**src/rtl/cpu_mem_pkg.sv**
```systemverilog
// rtl/cpu_mem_pkg.sv - shared types and constants for the cache fill arbiter
//
// Purpose: arbiter state enum, requester id enum, block geometry and memory latency.
// Ports: none (package).

package cpu_mem_pkg;

  localparam int unsigned WORDS_PER_BLK = 8;
  localparam int unsigned MEM_LAT       = 4;
  // Byte-offset bits within a block (2 bytes per word).
  localparam int unsigned BLK_OFF_MASK  = 2 * WORDS_PER_BLK - 1;

  typedef enum logic [1:0] {
    IDLE  = 2'd0,
    WRITE = 2'd1,
    FILL  = 2'd2,
    DONE  = 2'd3
  } arb_state_e;

  typedef enum logic {
    REQ_I = 1'b0,
    REQ_D = 1'b1
  } req_id_e;

endpackage

```
**src/rtl/mem_arb_grant.sv**
```systemverilog
// rtl/mem_arb_grant.sv - request-to-grant picker for the cache fill arbiter
//
// Purpose: writes always win; misses are fixed priority (D over I) by default, or
//   round-robin between D and I when ARB_RR_EN is defined.
// Ports:
//   clk, rst_n, upd_en - only with ARB_RR_EN; upd_en qualifies last-grant updates
//   wr_req, d_miss, i_miss - raw request levels
//   gnt_wr, gnt_miss, gnt_id - combinational grant decision

module mem_arb_grant
  import cpu_mem_pkg::*;
(
`ifdef ARB_RR_EN
  input  logic    clk,
  input  logic    rst_n,
  input  logic    upd_en,
`endif
  input  logic    wr_req,
  input  logic    d_miss,
  input  logic    i_miss,
  output logic    gnt_wr,
  output logic    gnt_miss,
  output req_id_e gnt_id
);

`ifdef ARB_RR_EN
  req_id_e last_q, last_d;

  // Remember the last miss winner so the other side is favoured on a tie.
  always_comb begin
    last_d = last_q;
    if (upd_en && gnt_miss) last_d = gnt_id;
  end

  always_ff @(posedge clk or negedge rst_n) begin
    if (!rst_n) last_q <= REQ_I;
    else        last_q <= last_d;
  end
`endif

  always_comb begin
    gnt_wr   = wr_req;
    gnt_miss = 1'b0;
    gnt_id   = REQ_I;
    if (!wr_req && (d_miss || i_miss)) begin
      gnt_miss = 1'b1;
`ifdef ARB_RR_EN
      if (d_miss && i_miss) gnt_id = (last_q == REQ_I) ? REQ_D : REQ_I;
      else                  gnt_id = d_miss ? REQ_D : REQ_I;
`else
      // Fixed priority: a steady stream of D misses can starve the I side.
      gnt_id = d_miss ? REQ_D : REQ_I;
`endif
    end
  end

endmodule

```
**src/rtl/cache_fill_arbiter.sv**
```systemverilog
// rtl/cache_fill_arbiter.sv - shares main memory between I/D cache fills and D writes
//
// Purpose: sequences 8-word block fills for I/D misses and single-word write-through
//   stores onto a fixed-latency memory. Optional macro ARB_RR_EN selects round-robin
//   between D and I misses (default: fixed D over I).
// Ports:
//   clk, rst_n                 - clock, async active-low reset
//   i_miss, i_miss_addr        - I-cache miss level and byte address
//   i_fill_valid/word/data/done, i_busy - I-cache fill return and status
//   d_miss, d_miss_addr, d_fill_*, d_busy - D-cache equivalents
//   d_wr_req, d_wr_addr, d_wr_data, d_wr_ack - write-through request / issue pulse
//   mem_en, mem_wr, mem_addr, mem_data_out - registered memory command
//   mem_data_in, mem_data_valid           - memory read return

module cache_fill_arbiter
  import cpu_mem_pkg::*;
#(
  parameter int unsigned ADDR_W = 16,
  parameter int unsigned DATA_W = 16
) (
  input  logic              clk,
  input  logic              rst_n,
  input  logic              i_miss,
  input  logic [ADDR_W-1:0] i_miss_addr,
  output logic              i_fill_valid,
  output logic [2:0]        i_fill_word,
  output logic [DATA_W-1:0] i_fill_data,
  output logic              i_fill_done,
  input  logic              d_miss,
  input  logic [ADDR_W-1:0] d_miss_addr,
  output logic              d_fill_valid,
  output logic [2:0]        d_fill_word,
  output logic [DATA_W-1:0] d_fill_data,
  output logic              d_fill_done,
  input  logic              d_wr_req,
  input  logic [ADDR_W-1:0] d_wr_addr,
  input  logic [DATA_W-1:0] d_wr_data,
  output logic              d_wr_ack,
  output logic              mem_en,
  output logic              mem_wr,
  output logic [ADDR_W-1:0] mem_addr,
  output logic [DATA_W-1:0] mem_data_out,
  input  logic [DATA_W-1:0] mem_data_in,
  input  logic              mem_data_valid,
  output logic              i_busy,
  output logic              d_busy
);

  localparam logic [2:0]        LAST_WORD = 3'(WORDS_PER_BLK - 1);
  localparam logic [ADDR_W-1:0] BASE_MASK = ~ADDR_W'(BLK_OFF_MASK);

  arb_state_e        state_q, state_d;
  req_id_e           id_q, id_d;
  logic [ADDR_W-1:0] base_q, base_d;
  logic [2:0]        iss_q, iss_d;
  logic [2:0]        ret_q, ret_d;
  logic              mem_en_q, mem_en_d;
  logic              mem_wr_q, mem_wr_d;
  logic [ADDR_W-1:0] mem_addr_q, mem_addr_d;
  logic [DATA_W-1:0] mem_data_q, mem_data_d;

  logic              fill_valid, fill_done;
  logic              gnt_wr, gnt_miss;
  req_id_e           gnt_id;
  logic [ADDR_W-1:0] miss_base;
  logic [3:0]        iss_off;

  mem_arb_grant u_grant (
`ifdef ARB_RR_EN
    .clk      (clk),
    .rst_n    (rst_n),
    .upd_en   (state_q == IDLE),
`endif
    .wr_req   (d_wr_req),
    .d_miss   (d_miss),
    .i_miss   (i_miss),
    .gnt_wr   (gnt_wr),
    .gnt_miss (gnt_miss),
    .gnt_id   (gnt_id)
  );

  assign miss_base = ((gnt_id == REQ_D) ? d_miss_addr : i_miss_addr) & BASE_MASK;
  // Byte offset of the next read: word index of the following issue times 2.
  assign iss_off   = {iss_q + 3'd1, 1'b0};

  always_comb begin
    state_d    = state_q;
    id_d       = id_q;
    base_d     = base_q;
    iss_d      = iss_q;
    ret_d      = ret_q;
    mem_en_d   = 1'b0;
    mem_wr_d   = 1'b0;
    mem_addr_d = '0;
    mem_data_d = '0;
    fill_valid = 1'b0;
    fill_done  = 1'b0;

    unique case (state_q)
      IDLE: begin
        if (gnt_wr) begin
          state_d    = WRITE;
          mem_en_d   = 1'b1;
          mem_wr_d   = 1'b1;
          mem_addr_d = d_wr_addr;
          mem_data_d = d_wr_data;
        end else if (gnt_miss) begin
          // Word 0 goes out on the FILL entry cycle, so it is launched from here.
          state_d    = FILL;
          id_d       = gnt_id;
          base_d     = miss_base;
          iss_d      = '0;
          ret_d      = '0;
          mem_en_d   = 1'b1;
          mem_addr_d = miss_base;
        end
      end

      WRITE: state_d = IDLE;

      FILL: begin
        // mem_en_q doubles as "issue still running"; it drops after the last word.
        if (mem_en_q) begin
          iss_d = iss_q + 3'd1;
          if (iss_q != LAST_WORD) begin
            mem_en_d   = 1'b1;
            mem_addr_d = base_q + ADDR_W'(iss_off);
          end
        end
        if (mem_data_valid) begin
          fill_valid = 1'b1;
          ret_d      = ret_q + 3'd1;
          if (ret_q == LAST_WORD) begin
            fill_done = 1'b1;
            state_d   = DONE;
          end
        end
      end

      DONE: state_d = IDLE;

      default: state_d = IDLE;
    endcase
  end

  always_ff @(posedge clk or negedge rst_n) begin
    if (!rst_n) begin
      state_q    <= IDLE;
      id_q       <= REQ_I;
      base_q     <= '0;
      iss_q      <= '0;
      ret_q      <= '0;
      mem_en_q   <= 1'b0;
      mem_wr_q   <= 1'b0;
      mem_addr_q <= '0;
      mem_data_q <= '0;
    end else begin
      state_q    <= state_d;
      id_q       <= id_d;
      base_q     <= base_d;
      iss_q      <= iss_d;
      ret_q      <= ret_d;
      mem_en_q   <= mem_en_d;
      mem_wr_q   <= mem_wr_d;
      mem_addr_q <= mem_addr_d;
      mem_data_q <= mem_data_d;
    end
  end

  assign mem_en       = mem_en_q;
  assign mem_wr       = mem_wr_q;
  assign mem_addr     = mem_addr_q;
  assign mem_data_out = mem_data_q;
  assign d_wr_ack     = (state_q == WRITE);

  // Fill returns go only to the granted side; the other side is held at 0.
  assign i_fill_valid = fill_valid && (id_q == REQ_I);
  assign d_fill_valid = fill_valid && (id_q == REQ_D);
  assign i_fill_done  = fill_done && (id_q == REQ_I);
  assign d_fill_done  = fill_done && (id_q == REQ_D);
  assign i_fill_word  = i_fill_valid ? ret_q : 3'd0;
  assign d_fill_word  = d_fill_valid ? ret_q : 3'd0;
  assign i_fill_data  = i_fill_valid ? mem_data_in : '0;
  assign d_fill_data  = d_fill_valid ? mem_data_in : '0;
  assign i_busy       = (state_q == FILL) && (id_q == REQ_I);
  assign d_busy       = (state_q == FILL) && (id_q == REQ_D);

endmodule
```
**config.mk**
```make
export PLATFORM = sky130hd
export DESIGN_NAME = cache_fill_arbiter
export DESIGN_NICKNAME = d
export VERILOG_FILES = /design/src/rtl/cpu_mem_pkg.sv /design/src/rtl/mem_arb_grant.sv /design/src/rtl/cache_fill_arbiter.sv
export SDC_FILE = /design/constraint.sdc
export NUM_CORES = 1
export LEC_CHECK = 0
export ABC_AREA = 1
export ABC_CLOCK_PERIOD_IN_PS = 3250
export CORE_UTILIZATION = 40
export DETAILED_ROUTE_END_ITERATION = 8
export PLACE_DENSITY = 0.86
export SYNTH_ARGS = -nofsm -noshare
export SYNTH_HDL_FRONTEND = slang
export SYNTH_HIERARCHICAL = 1
export SYNTH_SLANG_ARGS = --single-unit
```
**constraint.sdc**
```tcl
create_clock -name clk -period 3.25 [get_ports clk]
set_clock_uncertainty 0.05 [all_clocks]
set_input_delay 0.975 -clock clk [delete_from_list [all_inputs] [get_ports clk]]
set_output_delay 0.975 -clock clk [all_outputs]
set_load 0.02 [all_outputs]
```
==> metrics.txt <==
result of the run finished with violations; failing checks DRC; Critical Path Max Stage Delay 450 ps; Clock H-tree levels 2; Max Fanout on Critical Path 2; Die ar. 0.00703 mm2; Unique masters post-synth 19; global-route track usage on met1 0.245; total of endpoints with negative setup slack in the final report 0; FF+latch count, synth 55; DRC marker count from the first detailed-route iteration 127; Final Critical Period 2970 ps; number of violations of the max-capacitance limit 0; WS Path Type in2out; initial antenna violation count 0; quantity of gates resized following cts 66; Startpoint Class input port; Post-Syn Area per Cell 7.57 um2; Max IR drop VDD 0.350 mV; num rows 29; final critical-path share of the clock period 0.914; largest net degree at the start of global routing 41; CP Cell Sequence clkdlybuf4s50_1 -> inv_1 -> nor2_1 -> clkdlybuf4s15_1; total wirelength of the detailed-routed design 7.71 mm; overall fraction of global-route tracks in use 0.226; CTS hold repair buffers 0; Seq. cell area 0.00138 mm2; area added between synthesis and finish 58.2%; highest-delay cell along the critical path clkdlybuf4s50_1; DRC violations left 30; final slew viol count 0; post-CTS setup repair buffer count 0; worst hold path class reg2reg; Yosys Warn Count 6; global route total overflow 0; setup repair after global routing missed its margin no; Final nets 600; fraction of final layout cells with drive strength greater than 1 0.139; number of antenna cells inserted 0; length in cells of the worst reg-to-reg path 7; placer's final routability congestion estimate 0.792; width of the chip 83.9 um; average wire per standard cell 13.1 um; endpoint required time on the critical path 2220 ps; most congested layer reported by global routing met2; static leakage 0.00228 uW; worst slew slack as a fraction of its limit 0.613; core area 0.00642 mm2; top library cells by usage in the layout, fill and taps aside 148 x nand2_1, 112 x clkdlybuf4s50_1, 59 x nor2_1, 55 x dfrtp_1, 32 x clkbuf_2; Vias 2782; number of sinks driven by the clock tree 55; via count of the first global-routing pass 2770; proportion of synthesized chip area in sequential cells 0.514; clock transition time at the flip-flop clock pins of the worst setup and hold paths 90 ps; Antenna Violating Nets Remaining 0; gate count after technology mapping 354; Post-Place Cells 580; leading cell type in the layout, fill and taps excluded nand2_1; worst setup path endpoint d_fill_data[8]; Fin Hold WS 438 ps; clock tree buffer depth 2; end of the worst register-to-register path mem_addr[7]$_DFF_PN0_; Reg2Reg Launch Point iss_q[0]$_DFFE_PN0P_; initial core utilization 0.417; total I/O pin count 165; Hold Violations, Final 0; cell type with the highest aggregate area in the netlist dfrtp_1; met2 usage 0.438; cell class contributing the biggest share of worst-path delay buffers and inverters; clock latency on the worst-skew pair 310 ps; CTS root buffer clkbuf_8; Layout fillers 561; FF-to-FF setup slack 1500 ps; count of cell instances traversed by the critical path 4; post-synthesis cell area 0.00268 mm2; total CTS buffers 5; via/cell ratio 4.74; final instance count without filler cells 587; die height 83.9 um; syn_nets 444; multi-input logic area 0.00108 mm2; total of buffers placed on input and output ports 156; TritonCTS clock tree yes; dominant cells by area after synthesis dfrtp_1 51%, nand2_1 21%, nor2_1 8.3%; number of buffers and inverters on the critical path 3; global-route wire length before repair 12.6 mm; met3 track demand over resource in global routing 0.0643; power per cell area 638 mW/mm2; detailed-router iteration count before antenna repair 6; CP Data Arrival Time 1940 ps; critical path capture point type primary output; timing-limited maximum frequency 0.337 GHz; detailed placement HPWL 5.98 mm; actual slew at the worst max-slew pin 580 ps; start point of the critical path mem_data_in[8]; fraction of synthesized cell area taken by the top area cell type 0.514
## where the power goes
part	leakage (uW)	switching (uW)	internal, uW	total, uW
logic	0.00151	759	528	1290
clock network	0.0000406	226	151	377
registers	0.000721	125	915	1040
## worst min path at each step
stage | from | to | slack, ps | depth (start not counted)
finish | base_q[9]$_DFFE_PN0P_ | base_q[9]$_DFFE_PN0P_ | 440 | 2
global route | base_q[11]$_DFFE_PN0P_ | base_q[11]$_DFFE_PN0P_ | 470 | 2
detailed placement | base_q[8]$_DFFE_PN0P_ | base_q[8]$_DFFE_PN0P_ | 420 | 2
global placement | base_q[5]$_DFFE_PN0P_ | base_q[5]$_DFFE_PN0P_ | 410 | 2
CTS | base_q[9]$_DFFE_PN0P_ | base_q[9]$_DFFE_PN0P_ | 440 | 2
floorplan | base_q[13]$_DFFE_PN0P_ | mem_addr[13]$_DFF_PN0_ | 400 | 2
## per-layer routing
metal / up-vias / wire length [um]
li1: 1364 / -
met4: 0 / 38
met3: 4 / 591
met5: - / 0
met1: 1287 / 2950
met2: 127 / 4130
## worst register-to-register path: cells and delay by family (launching register included)
family                     cells  cell delay [ps]
and+or+nand+nor                4              810
DFF                            1              400
adders and majority gates      2              400
buffers and inverters          1               50
## flip-flops by register name, summed over array words and instances (netlist names)
signal,cells
state_q,2
ret_q,3
mem_data_out,16
mem_wr,1
base_q,12
iss_q,3
id_q,1
mem_addr,16
mem_en,1
## cells in the mapped netlist, drive strengths merged
master	n
dfrtp	55
nor2	66
nand4	3
nand2	151
ha	4
nor3	2
o21ai	7
clkbuf	3
inv	35
buf	12
nand3	16
## logic make-up after synthesis
family	Yosys count	share of synthesized area
adders and majority gates	4	0.0187
buffers and inverters	50	0.0868
and+or+nand+nor	238	0.368
DFF	55	0.514
AOI/OAI and AO/OA	7	0.0131
## per-stage QoR
step,area (um2),utilization,setup TNS [ps],setup slack [ps],power (uW)
after floorplan,2680,-,0,693,1790
after global placement,4310,0.671,-10730,-328,2330
after detailed placement,4310,0.671,-11370,-341,2380
after CTS,4370,0.680,0,0.0315,2730
after global routing,4240,0.660,0,208,2890
final,4240,0.660,0,280,2700
## area by class of cell
type,count,share of cell area
Timing Repair Buffer,164,0.346
Sequential cell,55,0.325
Multi-Input combinational cell,249,0.255
Inverter,35,0.0316
Tap cell,77,0.0227
Clock buffer,5,0.0162
Clock inverter,2,0.00384
No activity file was read; power rests on OpenSTA's default activity.
